[src/rtl/flipping_pkg.sv]
// ============================================================================
// Module : flipping_pkg
// Brief  : Shared types and helpers for the flip-decision pipeline.
// Rev    : 1.0
// ============================================================================
`default_nettype none

package flipping_pkg;

    typedef enum logic [1:0] {
        FLIP_AUTO     = 2'b00,
        FLIP_FORCE0   = 2'b01,
        FLIP_FORCE1   = 2'b10,
        FLIP_AUTO_ALT = 2'b11
    } flip_mode_t;

    localparam int STAT_W = 16;

    // Width needed to hold the popcount of one half of an n-bit word.
    function automatic int cnt_w(input int n);
        return $clog2(n / 2 + 1);
    endfunction

endpackage

`default_nettype wire

[src/rtl/decisor_flipping_contador_unos.sv]
// ============================================================================
// Module : contador_unos
// Brief  : Combinational popcount of a W-bit vector.
// Rev    : 1.0
// ============================================================================
`default_nettype none

module contador_unos #(
    parameter int W     = 8,
    parameter int OUT_W = $clog2(W + 1)
) (
    input  logic [W-1:0]     i_bits,
    output logic [OUT_W-1:0] o_count
);

    always_comb begin
        o_count = '0;
        for (int k = 0; k < W; k++) begin
            o_count = o_count + OUT_W'(i_bits[k]);
        end
    end

endmodule

`default_nettype wire

[src/rtl/decisor_flipping.sv]
// ============================================================================
// Module : decisor_flipping
// Brief  : Two-stage valid/ready pipeline deciding the bit-reversal flag per
//          word. Optional counters enabled by macro FLIP_STATS_EN.
// Rev    : 1.0
// ============================================================================
`default_nettype none

module decisor_flipping
    import flipping_pkg::*;
#(
    parameter int N = 16
) (
    input  logic         clk,
    input  logic         rst,
    input  logic         in_valid,
    output logic         in_ready,
    input  logic [N-1:0] in_data,
    input  logic [1:0]   in_mode,
    output logic         out_valid,
    input  logic         out_ready,
    output logic [N-1:0] out_data,
    output logic         out_f
`ifdef FLIP_STATS_EN
    ,
    output logic [STAT_W-1:0] stat_words,
    output logic [STAT_W-1:0] stat_flips
`endif
);

    localparam int HALF  = N / 2;
    localparam int CNT_W = cnt_w(N);

    logic [CNT_W-1:0] w_pu;
    logic [CNT_W-1:0] w_pl;
    logic             w_s1_load;
    logic             w_s2_load;
    logic             w_f;

    logic             r_s1_valid;
    logic [N-1:0]     r_s1_word;
    flip_mode_t       r_s1_mode;
    logic [CNT_W-1:0] r_s1_pu;
    logic [CNT_W-1:0] r_s1_pl;

    logic             r_s2_valid;
    logic [N-1:0]     r_s2_word;
    logic             r_s2_f;

    contador_unos #(.W(HALF), .OUT_W(CNT_W)) u_cnt_upper (
        .i_bits  (in_data[N-1:HALF]),
        .o_count (w_pu)
    );

    contador_unos #(.W(HALF), .OUT_W(CNT_W)) u_cnt_lower (
        .i_bits  (in_data[HALF-1:0]),
        .o_count (w_pl)
    );

    // S2 drains into the consumer in the same cycle it refills from S1,
    // which is what keeps a full pipeline streaming at one word per cycle.
    assign w_s2_load = r_s1_valid && (!r_s2_valid || out_ready);
    assign in_ready  = !r_s1_valid || w_s2_load;
    assign w_s1_load = in_valid && in_ready;

    always_comb begin
        w_f = 1'b0;
        case (r_s1_mode)
            FLIP_FORCE0: w_f = 1'b0;
            FLIP_FORCE1: w_f = 1'b1;
            default:     w_f = (r_s1_pu > r_s1_pl);
        endcase
    end

    always_ff @(posedge clk) begin
        if (rst) begin
            r_s1_valid <= 1'b0;
            r_s1_word  <= '0;
            r_s1_mode  <= FLIP_AUTO;
            r_s1_pu    <= '0;
            r_s1_pl    <= '0;
        end else begin
            if (w_s1_load) begin
                r_s1_valid <= 1'b1;
                r_s1_word  <= in_data;
                r_s1_mode  <= flip_mode_t'(in_mode);
                r_s1_pu    <= w_pu;
                r_s1_pl    <= w_pl;
            end else if (w_s2_load) begin
                r_s1_valid <= 1'b0;
            end
        end
    end

    always_ff @(posedge clk) begin
        if (rst) begin
            r_s2_valid <= 1'b0;
            r_s2_word  <= '0;
            r_s2_f     <= 1'b0;
        end else begin
            if (w_s2_load) begin
                r_s2_valid <= 1'b1;
                r_s2_word  <= r_s1_word;
                r_s2_f     <= w_f;
            end else if (out_ready) begin
                r_s2_valid <= 1'b0;
            end
        end
    end

    assign out_valid = r_s2_valid;
    assign out_data  = r_s2_word;
    assign out_f     = r_s2_f;

`ifdef FLIP_STATS_EN
    logic              w_out_fire;
    logic [STAT_W-1:0] r_stat_words;
    logic [STAT_W-1:0] r_stat_flips;

    assign w_out_fire = r_s2_valid && out_ready;

    // Both counters saturate rather than wrap.
    always_ff @(posedge clk) begin
        if (rst) begin
            r_stat_words <= '0;
            r_stat_flips <= '0;
        end else if (w_out_fire) begin
            if (r_stat_words != {STAT_W{1'b1}}) begin
                r_stat_words <= r_stat_words + STAT_W'(1);
            end
            if (r_s2_f && (r_stat_flips != {STAT_W{1'b1}})) begin
                r_stat_flips <= r_stat_flips + STAT_W'(1);
            end
        end
    end

    assign stat_words = r_stat_words;
    assign stat_flips = r_stat_flips;
`endif

endmodule

`default_nettype wire
[config.mk]
export PLATFORM = sky130hd
export DESIGN_NAME = decisor_flipping
export DESIGN_NICKNAME = d
export VERILOG_FILES = /design/src/rtl/flipping_pkg.sv /design/src/rtl/decisor_flipping_contador_unos.sv /design/src/rtl/decisor_flipping.sv
export SDC_FILE = /design/constraint.sdc
export NUM_CORES = 1
export LEC_CHECK = 0
export BUFFER_PORTS_ARGS = -buffer_cell sky130_fd_sc_hd__buf_4
export CAP_MARGIN = 25
export CORE_AREA = 2 2 86 88
export DETAILED_ROUTE_END_ITERATION = 16
export DIE_AREA = 0 0 88 90
export SLEW_MARGIN = 20
export SYNTH_ARGS = -nofsm -noshare
export SYNTH_HDL_FRONTEND = slang
export SYNTH_SLANG_ARGS = --single-unit
[constraint.sdc]
create_clock -name clk -period 4.5 [get_ports clk]
set_input_delay 1.125 -clock clk [delete_from_list [all_inputs] [get_ports clk]]
set_output_delay 1.125 -clock clk [all_outputs]
set_load 0.02 [all_outputs]
==> Implementation_results.wiki, run 1 <==
{| class="wikitable"
! Metric !! Value
|-
| Proportion of synthesized chip area in sequential cells || 0.4380
|-
| CP max-delay cell || fa_1
|-
| Crit Path Category || in -> reg
|-
| Maximum fanout encountered on the critical timing path || 2
|-
| Hold WC Path Type || reg -> reg
|-
| Number of buffers and inverters on the critical path || 3
|-
| Yosys reg bits || 45
|-
| Largest delay contributor family on the critical path || adder cells
|-
| Clk pin slew, worst setup/hold paths || 0.09 ns
|-
| Wire length reported by the detailed router || 4174 microns
|-
| Remaining max-slew budget at the tightest pin || 0.4619
|-
| Yosys warnings || 0
|-
| Pin count of the biggest net entering global routing || 46
|-
| Total Neg Setup Slack || 0 ns
|-
| Worst IR Drop VDD || 0.1088 mV
|-
| Critical Path Max Stage Delay || 0.49 ns
|-
| Number of post-CTS setup repair buffers || 0
|-
| Remaining global-route overflow || 0
|-
| IO Port Bufs || 40
|-
| Placed cell area || 2394 sq um
|-
| Power density over the cells || 342.8 nW/um^2
|-
| Count of inserted antenna diode cells || 0
|-
| Clock buffer count from CTS || 5
|-
| Clock sinks || 45
|-
| # DRC || 0
|-
| Worst slack, placed || 0.7225 ns
|-
| Number of global-route vias before repair || 1544
|-
| Combined area of all synthesized cells || 2057 sq um
|-
| Effective utilization at floorplan || 0.2930
|-
| Most common library cell in the layout ignoring fill and taps || nand2_1
|-
| Die boundary width || 88 microns
|-
| Area of all placed cells without fillers || 2485 sq um
|-
| Status || finished, final reports clean
|-
| Synth-to-Final Area Change || 20.80%
|-
| Slew at the pin closest to its max-slew limit || 0.8053 ns
|-
| RSZ-0062 raised after global routing || false
|-
| Cell leakage power || 0.001073 uW
|-
| Synth unique cells || 25
|-
| Crit end category || flip-flop
|-
| DR WL/cell || 10.96 microns
|-
| Root buffer cell || clkbuf_8
|-
| Number of buffers inserted by hold repair at cts || 0
|-
| First-pass GRT wire length || 7058 microns
|-
| Final hold violations || 0
|-
| Highest achievable clock rate || 290.0 MHz
|-
| Commonest cells after routing, fill and taps aside || 78 x nand2_1, 45 x dfxtp_1, 43 x a21oi_1
|-
| Crit path top cell by count || fa_1
|-
| Placed wire-length estimate after detailed placement || 2975 microns
|-
| Number of antenna violations at the first check in global routing || 0
|-
| Die height || 90 microns
|-
| Final critical path time including I/O delays and setup || 3.448 ns
|-
| Post-route clock skew || 0.005311 ns
|-
| Synthesized Nets || 288
|-
| Final total power || 851.8 uW
|-
| Final-report max-slew violation count || 0
|-
| List of cells traversed by the critical path || buf_4, ha_1, inv_1, fa_1, fa_1, inv_1, fa_1, fa_1, xnor2_1, a211oi_1
|-
| Smallest setup slack after layout || 1.052 ns
|-
| End-of-flow core utilization || 0.3539
|-
| Signal arrival time at the worst endpoint || 3.66 ns
|-
| Per-cell via count in the routed design || 4.163
|-
| Via Count || 1586
|-
| Iter 0 DRT Violations || 70
|-
| Quantity of gates resized following cts || 0
|-
| Count of mapped cells out of synthesis || 247
|-
| Max-cap viol count || 0
|-
| Setup violators final || 0
|-
| DRT Pass-1 Iters || 4
|-
| Aggregate global-route resource usage || 0.1131
|-
| Flop2flop setup slack || 3.01 ns
|-
| Rows || 31
|-
| Core Footprint || 7020 sq um
|-
| DRT antenna net count || 0
|-
| Die footprint || 7920 sq um
|-
| Final weighted congestion in routability-driven placement || 0.8076
|-
| Fin crit share || 0.7663
|-
| Net count of the finished layout || 322
|-
| Mean instance size in the synthesized netlist || 8.328 sq um
|-
| Critical path startpoint category || input port
|-
| I/O pin count || 41
|-
| Worst-skew pair later-pin latency || 0.30 ns
|-
| Clock buffer depth || 2
|-
| H-tree levels || 2
|-
| Fraction of layout cells with a size suffix above 1 || 0.1879
|-
| Required time of the worst setup path || 4.72 ns
|-
| CTS tree || yes
|}
[registers in the layout, summed over array words and instances (netlist names)]
register and flops:
r_s1_word 16, r_s1_mode 2, r_s1_valid 1, r_s1_pu 4, r_s1_pl 4, out_data 16, out_valid 1, out_f 1
[final timing paths]
path                                end  depth (start not counted)                        from
min reg2reg   out_data[13]$_SDFFE_PP0P_                          2  r_s1_word[13]$_SDFFE_PP0P_
min           out_data[13]$_SDFFE_PP0P_                          2  r_s1_word[13]$_SDFFE_PP0P_
max             r_s1_pu[2]$_SDFFE_PP0P_                         10                  in_data[8]
max reg2reg  r_s1_word[11]$_SDFFE_PP0P_                          4     r_s1_valid$_SDFFE_PP0P_
[cells by family (layout without fill, tap and decap cells)]
group | Yosys count | in the layout | share of synthesized area
buf+inv | 39 | 74 | 0.09002
flops | 45 | 45 | 0.4380
simple gates | 91 | 91 | 0.1801
xor+xnor | 2 | 2 | 0.008517
compound gates | 51 | 51 | 0.1387
fa+ha+maj | 19 | 19 | 0.1448
[power breakdown]
group	switching (uW)	leakage [uW]	total (uW)	internal [uW]
combinational	90.6	0.000668	168	77.1
sequential	12.1	0.000368	433	421
clock	142	0.0000364	251	109
[through the flow]
stage | hold slack, ns | std cells
floorplan | 0.4319 | 247
global placement | 0.4386 | 373
detailed placement | 0.4433 | 373
CTS | 0.4558 | 381
global route | 0.4748 | 381
finish | 0.4523 | 381
[cell usage after synthesis]
| cell type | number | area (sq um) |
|---|---|---|
| buf_2 | 1 | 5.000 |
| nand3_1 | 1 | 5.000 |
| o211ai_1 | 2 | 15.01 |
| buf_6 | 3 | 33.78 |
| nand2_1 | 78 | 292.8 |
| and2_1 | 1 | 6.260 |
| a211oi_2 | 2 | 25.02 |
| fa_1 | 8 | 160.2 |
| ha_1 | 11 | 137.6 |
| inv_1 | 26 | 97.59 |
| nand4_1 | 1 | 6.260 |
| and2_4 | 1 | 8.760 |
| nand2b_1 | 1 | 6.260 |
| a211oi_1 | 2 | 15.01 |
| dfxtp_1 | 45 | 900.9 |
| a21o_1 | 2 | 15.01 |
| clkbuf_1 | 3 | 11.26 |
| xnor2_1 | 2 | 17.52 |
| buf_4 | 4 | 30.03 |
| buf_1 | 2 | 7.510 |
| nor2_1 | 4 | 15.01 |
| nand3b_2 | 1 | 11.26 |
| nor2b_1 | 2 | 12.51 |
| nand2_2 | 1 | 6.260 |
| a21oi_1 | 43 | 215.2 |
[metal layers]
metal / track usage / up-vias / routed length [microns]
met5: 0 / - / 0
met4: 0.04103 / 0 / 65
met3: 0.02479 / 7 / 105
met2: 0.1932 / 21 / 2071
met1: 0.1371 / 713 / 1931
li1: - / 845 / -
[cell type report]
type | instances | area (sq um)
fillers | 741 | 4536
multi-input cells | 163 | 970.9
flip-flops and latches | 45 | 900.9
repair buffers | 40 | 300.3
well taps | 99 | 123.9
inverters | 26 | 97.59
clock buffers | 5 | 68.82
clock inverters | 3 | 22.52
[worst register-to-register path, stage by stage, from the launching register on]
cell      delay, ns
dfxtp_1        0.39
nand3b_2       0.13
nand2_1        0.62
nand2_1        0.11
a21oi_1        0.18
Power figures use the tool's default switching activity.
==> run 2, diff against run 1 <==
==> constraint.sdc (replaced) <==
create_clock -name clk -period 3 [get_ports clk]
set_input_delay 0.75 -clock clk [delete_from_list [all_inputs] [get_ports clk]]
set_output_delay 0.75 -clock clk [all_outputs]
set_load 0.02 [all_outputs]
==> Implementation_results.wiki, run 2 (synthesis gave the netlist of run 1 again) <==
{| class="wikitable"
! Metric !! Value
|-
| Count of inserted antenna diode cells || 0
|-
| RSZ-0062 raised after global routing || true
|-
| Clock sinks || 45
|-
| Worst-skew pair later-pin latency || 0.30 ns
|-
| Required time of the worst setup path || 3.23 ns
|-
| Maximum fanout encountered on the critical timing path || 2
|-
| Highest achievable clock rate || 334.6 MHz
|-
| Final-report max-slew violation count || 0
|-
| Root buffer cell || clkbuf_8
|-
| Final weighted congestion in routability-driven placement || 0.7730
|-
| Iter 0 DRT Violations || 45
|-
| Setup crit start || in_data[0]
|-
| Signal arrival time at the worst endpoint || 3.22 ns
|-
| Number of global-route vias before repair || 1631
|-
| Critical path startpoint category || input port
|-
| Cell Count Post-Placement || 375
|-
| Critical Path Max Stage Delay || 0.52 ns
|-
| Core Footprint || 7020 sq um
|-
| Slew at the pin closest to its max-slew limit || 0.6641 ns
|-
| Net count of the finished layout || 325
|-
| CP max-delay cell || fa_1
|-
| Post-route clock skew || 0.007012 ns
|-
| First-pass GRT wire length || 7238 microns
|-
| Clk pin slew, worst setup/hold paths || 0.09 ns
|-
| Aggregate global-route resource usage || 0.1144
|-
| Crit Path Category || in -> reg
|-
| Worst IR Drop VDD || 0.1671 mV
|-
| Status || finished, final reports clean
|-
| Final std cells w/o fill || 384
|-
| End-of-flow core utilization || 0.3648
|-
| Per-cell via count in the routed design || 4.297
|-
| Fin crit share || 0.9961
|-
| I/O pin count || 41
|-
| Smallest setup slack after layout || 0.01173 ns
|-
| FILL cells || 763
|-
| Final hold violations || 0
|-
| DRT antenna net count || 0
|-
| Setup violators final || 0
|-
| Final critical path time including I/O delays and setup || 2.988 ns
|-
| Effective utilization at floorplan || 0.2930
|-
| Synth-to-Final Area Change || 24.51%
|-
| Remaining global-route overflow || 0
|-
| Placed wire-length estimate after detailed placement || 3003 microns
|-
| Reg2Reg Launch Point || out_valid$_SDFFE_PP0P_
|-
| Worst slack, placed || -0.3138 ns
|-
| List of cells traversed by the critical path || buf_8, ha_4, inv_2, fa_1, fa_1, fa_2, fa_2, xnor2_1, nand2_1, a21oi_1
|-
| IO Port Bufs || 40
|-
| Clock buffer count from CTS || 5
|-
| Die footprint || 7920 sq um
|-
| Power density over the cells || 506.9 nW/um^2
|-
| DR WL/cell || 11.11 microns
|-
| Pin count of the biggest net entering global routing || 46
|-
| Rows || 31
|-
| Fraction of layout cells with a size suffix above 1 || 0.2246
|-
| # DRC || 0
|-
| Total area of multi-input combinational cells || 1006 sq um
|-
| Sequential cell area || 900.9 sq um
|-
| Startpoint of the lowest-slack hold path || r_s1_word[8]$_SDFFE_PP0P_
|-
| Hold WC Path Type || reg -> reg
|-
| Wire length reported by the detailed router || 4268 microns
|-
| Via Count || 1650
|-
| Commonest cells after routing, fill and taps aside || 78 x nand2_1, 45 x dfxtp_1, 43 x a21oi_1
|-
| Most common library cell in the layout ignoring fill and taps || nand2_1
|-
| Clock buffer depth || 2
|-
| Number of antenna violations at the first check in global routing || 0
|-
| Remaining max-slew budget at the tightest pin || 0.5572
|-
| Die boundary width || 88 microns
|-
| DRT Pass-1 Iters || 4
|-
| H-tree levels || 2
|-
| Max-cap viol count || 0
|-
| CTS tree || yes
|-
| Crit end category || flip-flop
|-
| Cell leakage power || 0.001088 uW
|-
| Die height || 90 microns
|}
-- run 2: worst paths after layout --
path | endpoint | slack (ns) | cells past startpoint
min reg2reg | out_data[8]$_SDFFE_PP0P_ | 0.45 | 2
min | out_data[8]$_SDFFE_PP0P_ | 0.45 | 2
max reg2reg | out_data[7]$_SDFFE_PP0P_ | 1.61 | 4
max | r_s1_pl[2]$_SDFFE_PP0P_ | 0.01 | 10
-- run 2: where the power goes --
part	switching [uW]	leakage, uW	internal (uW)
Combinational	142	0.000683	130
Sequential	17.8	0.000368	631
Clock	213	0.0000364	163
Total	373	0.00109	925
-- run 2: routing by layer --
| metal | part of all wire | GRT usage | wire length, microns |
|---|---|---|---|
| met5 | 0 | 0 | 0 |
| met4 | 0.011 | 0.04231 | 48 |
| met3 | 0.032 | 0.02571 | 137 |
| met2 | 0.52 | 0.1907 | 2212 |
| met1 | 0.44 | 0.1420 | 1869 |
-- run 2: metrics by stage --
step / instance area, sq um / TNS (ns) / hold slack [ns] / power (uW)
detailed placement: 2429 / -1.117 / 0.4441 / 931.4
global route: 2561 / -0.09253 / 0.4672 / 1388
global placement: 2429 / -0.9257 / 0.4386 / 922.2
CTS: 2520 / 0 / 0.4569 / 1316
finish: 2561 / 0 / 0.4520 / 1298
floorplan: 2077 / -0.2080 / 0.4319 / 854.6
-- run 2: final cells by class --
type,instances,area share
flip-flops and latches,45,0.3517
clock buffers,5,0.02687
clock inverters,3,0.008793
repair buffers,43,0.1334
inverters,26,0.03810
multi-input cells,163,0.3928
well taps,99,0.04836
-- run 2: what timing repair did --
item | 4_1_cts | 5_1_grt
endpoints found under the hold margin | 0 | 0
endpoints found under the setup margin | 0 | 3
hold buffers | 0 | 0
buffers inserted | 0 | 1
resized for setup | 0 | 8
-- run 2: worst max-delay path, delay by kind of cell --
| family | cells | cell delay (ns) |
|---|---|---|
| xor gates and xnor gates | 1 | 0.13 |
| AOI/OAI and AO/OA | 1 | 0.12 |
| adders and majority gates | 5 | 2.02 |
| and+or+nand+nor | 1 | 0.06 |
| buffers and inverters | 2 | 0.13 |
==> run 3, diff against run 2 <==
--- a/config.mk
+++ b/config.mk
@@ -10,6 +10,7 @@
 export CORE_AREA = 2 2 86 88
 export DETAILED_ROUTE_END_ITERATION = 16
 export DIE_AREA = 0 0 88 90
+export PLACE_DENSITY = 0.55
 export SLEW_MARGIN = 20
 export SYNTH_ARGS = -nofsm -noshare
 export SYNTH_HDL_FRONTEND = slang
==> Implementation_results.wiki, run 3 (synthesis gave the netlist of run 1 again) <==
{| class="wikitable"
! Metric !! Value
|-
| Final total power || 1385 uW
|-
| Crit end category || flip-flop
|-
| Slew at the pin closest to its max-slew limit || 0.6480 ns
|-
| Total area of multi-input combinational cells || 993.5 sq um
|-
| Final weighted congestion in routability-driven placement || 0.7643
|-
| Iter 0 DRT Violations || 70
|-
| Number of buffers inserted by hold repair at cts || 0
|-
| Final-report max-slew violation count || 0
|-
| Clock buffer count from CTS || 5
|-
| Setup crit start || in_data[9]
|-
| Critical path startpoint category || input port
|-
| Maximum fanout encountered on the critical timing path || 2
|-
| Die height || 90 microns
|-
| Required time of the worst setup path || 3.23 ns
|-
| Clk pin slew, worst setup/hold paths || 0.08 ns
|-
| Remaining max-slew budget at the tightest pin || 0.5680
|-
| Most utilized layer in the global route result || met2
|-
| DRT Pass-1 Iters || 4
|-
| Number of antenna violations at the first check in global routing || 0
|-
| Worst IR Drop VDD || 0.1815 mV
|-
| Die boundary width || 88 microns
|-
| Power density over the cells || 541.9 nW/um^2
|-
| Fraction of layout cells with a size suffix above 1 || 0.2140
|-
| DRT antenna net count || 0
|-
| DR WL/cell || 11.15 microns
|-
| I/O pin count || 41
|-
| Post-route clock skew || 0.003891 ns
|-
| IO Port Bufs || 40
|-
| # DRC || 0
|-
| Core Footprint || 7020 sq um
|-
| Crit Path Category || in -> reg
|-
| First-pass GRT wire length || 7341 microns
|-
| Effective utilization at floorplan || 0.2930
|-
| Highest achievable clock rate || 337.2 MHz
|-
| Status || finished, final reports clean
|-
| Cell leakage power || 0.001105 uW
|-
| Final hold violations || 0
|-
| Synth-to-Final Area Change || 24.21%
|-
| Per-cell via count in the routed design || 4.201
|-
| H-tree levels || 2
|-
| Commonest cells after routing, fill and taps aside || 78 x nand2_1, 45 x dfxtp_1, 43 x a21oi_1, 43 x buf_4, 25 x inv_1
|-
| Pin count of the biggest net entering global routing || 46
|-
| FILL cells || 750
|-
| Total Neg Setup Slack || 0 ns
|-
| Most common library cell in the layout ignoring fill and taps || nand2_1
|-
| Final std cells w/o fill || 384
|-
| Global routing met2 resource utilization || 0.1932
|-
| Die footprint || 7920 sq um
|-
| Max-cap viol count || 0
|-
| Hold WC Path Type || reg -> reg
|-
| Wire length reported by the detailed router || 4283 microns
|-
| Signal arrival time at the worst endpoint || 3.19 ns
|-
| Final critical path time including I/O delays and setup || 2.966 ns
|-
| Remaining global-route overflow || 0
|-
| CTS tree || yes
|-
| Clock sinks || 45
|-
| Setup violators final || 0
|-
| Reg2Reg Launch Point || out_valid$_SDFFE_PP0P_
|-
| Via Count || 1613
|-
| Sequential cell area || 900.9 sq um
|-
| Clock buffer depth || 2
|-
| Rows || 31
|-
| Number of global-route vias before repair || 1529
|-
| Worst-skew pair later-pin latency || 0.29 ns
|-
| Startpoint of the lowest-slack hold path || r_s1_word[1]$_SDFFE_PP0P_
|-
| Fin crit share || 0.9887
|-
| Count of inserted antenna diode cells || 0
|-
| Placed wire-length estimate after detailed placement || 3083 microns
|-
| RSZ-0062 raised after global routing || true
|-
| Aggregate global-route resource usage || 0.1183
|-
| End-of-flow core utilization || 0.3639
|-
| Root buffer cell || clkbuf_8
|-
| Net count of the finished layout || 325
|-
| Global Route met1 Usage || 0.1493
|-
| Met3 Usage GRT || 0.02938
|-
| Cell Count Post-Placement || 376
|}
run 3: metal layers:
| metal | share of wire | up-vias |
|---|---|---|
| met4 | 0.018 | 0 |
| li1 | - | 851 |
| met2 | 0.50 | 19 |
| met3 | 0.030 | 7 |
| met5 | 0 | - |
| met1 | 0.45 | 736 |
run 3: timing repair:
action / in CTS / in global routing
setup buffers: 0 / 0
gates resized for setup: 0 / 1
endpoints found under the setup margin: 0 / 3
run 3: stage by stage:
stage               instance area [sq um]  setup WS (ns)  hold WS [ns]
global route                         2555      -0.003975        0.4728
CTS                                  2552        0.01378        0.4582
floorplan                            2077       -0.07216        0.4319
detailed placement                   2436        -0.2973        0.4459
finish                               2555        0.03397        0.4513
global placement                     2436        -0.2694        0.4411
run 3: final cells by class:
type / instances / share of cell area
tap: 99 / 0.04848
multi-input combinational: 163 / 0.3888
timing repair buffer: 43 / 0.1263
clock buffer: 7 / 0.03379
clock inverter: 1 / 0.01175
sequential: 45 / 0.3526
inverter: 26 / 0.03820
run 3: path summary, 6_finish.rpt:
check	end	slack, ns	depth (start not counted)
hold reg to reg	out_data[1]$_SDFFE_PP0P_	0.45	2
setup / recovery	r_s1_pu[1]$_SDFFE_PP0P_	0.03	10
hold / removal	out_data[1]$_SDFFE_PP0P_	0.45	2
setup reg to reg	out_f$_SDFFE_PP0P_	1.59	4
run 3: critical path, stage by stage:
cell     delay (ns)
buf_4          0.12
ha_4           0.25
inv_2          0.03
fa_1           0.45
fa_1           0.49
inv_1          0.05
fa_2           0.35
fa_2           0.53
nand2_1        0.05
a21oi_1        0.12
run 3: report_power, final:
part           switching [uW]  internal, uW
logic                     141           124
registers                17.9           631
clock network             199           272
total                     358          1030
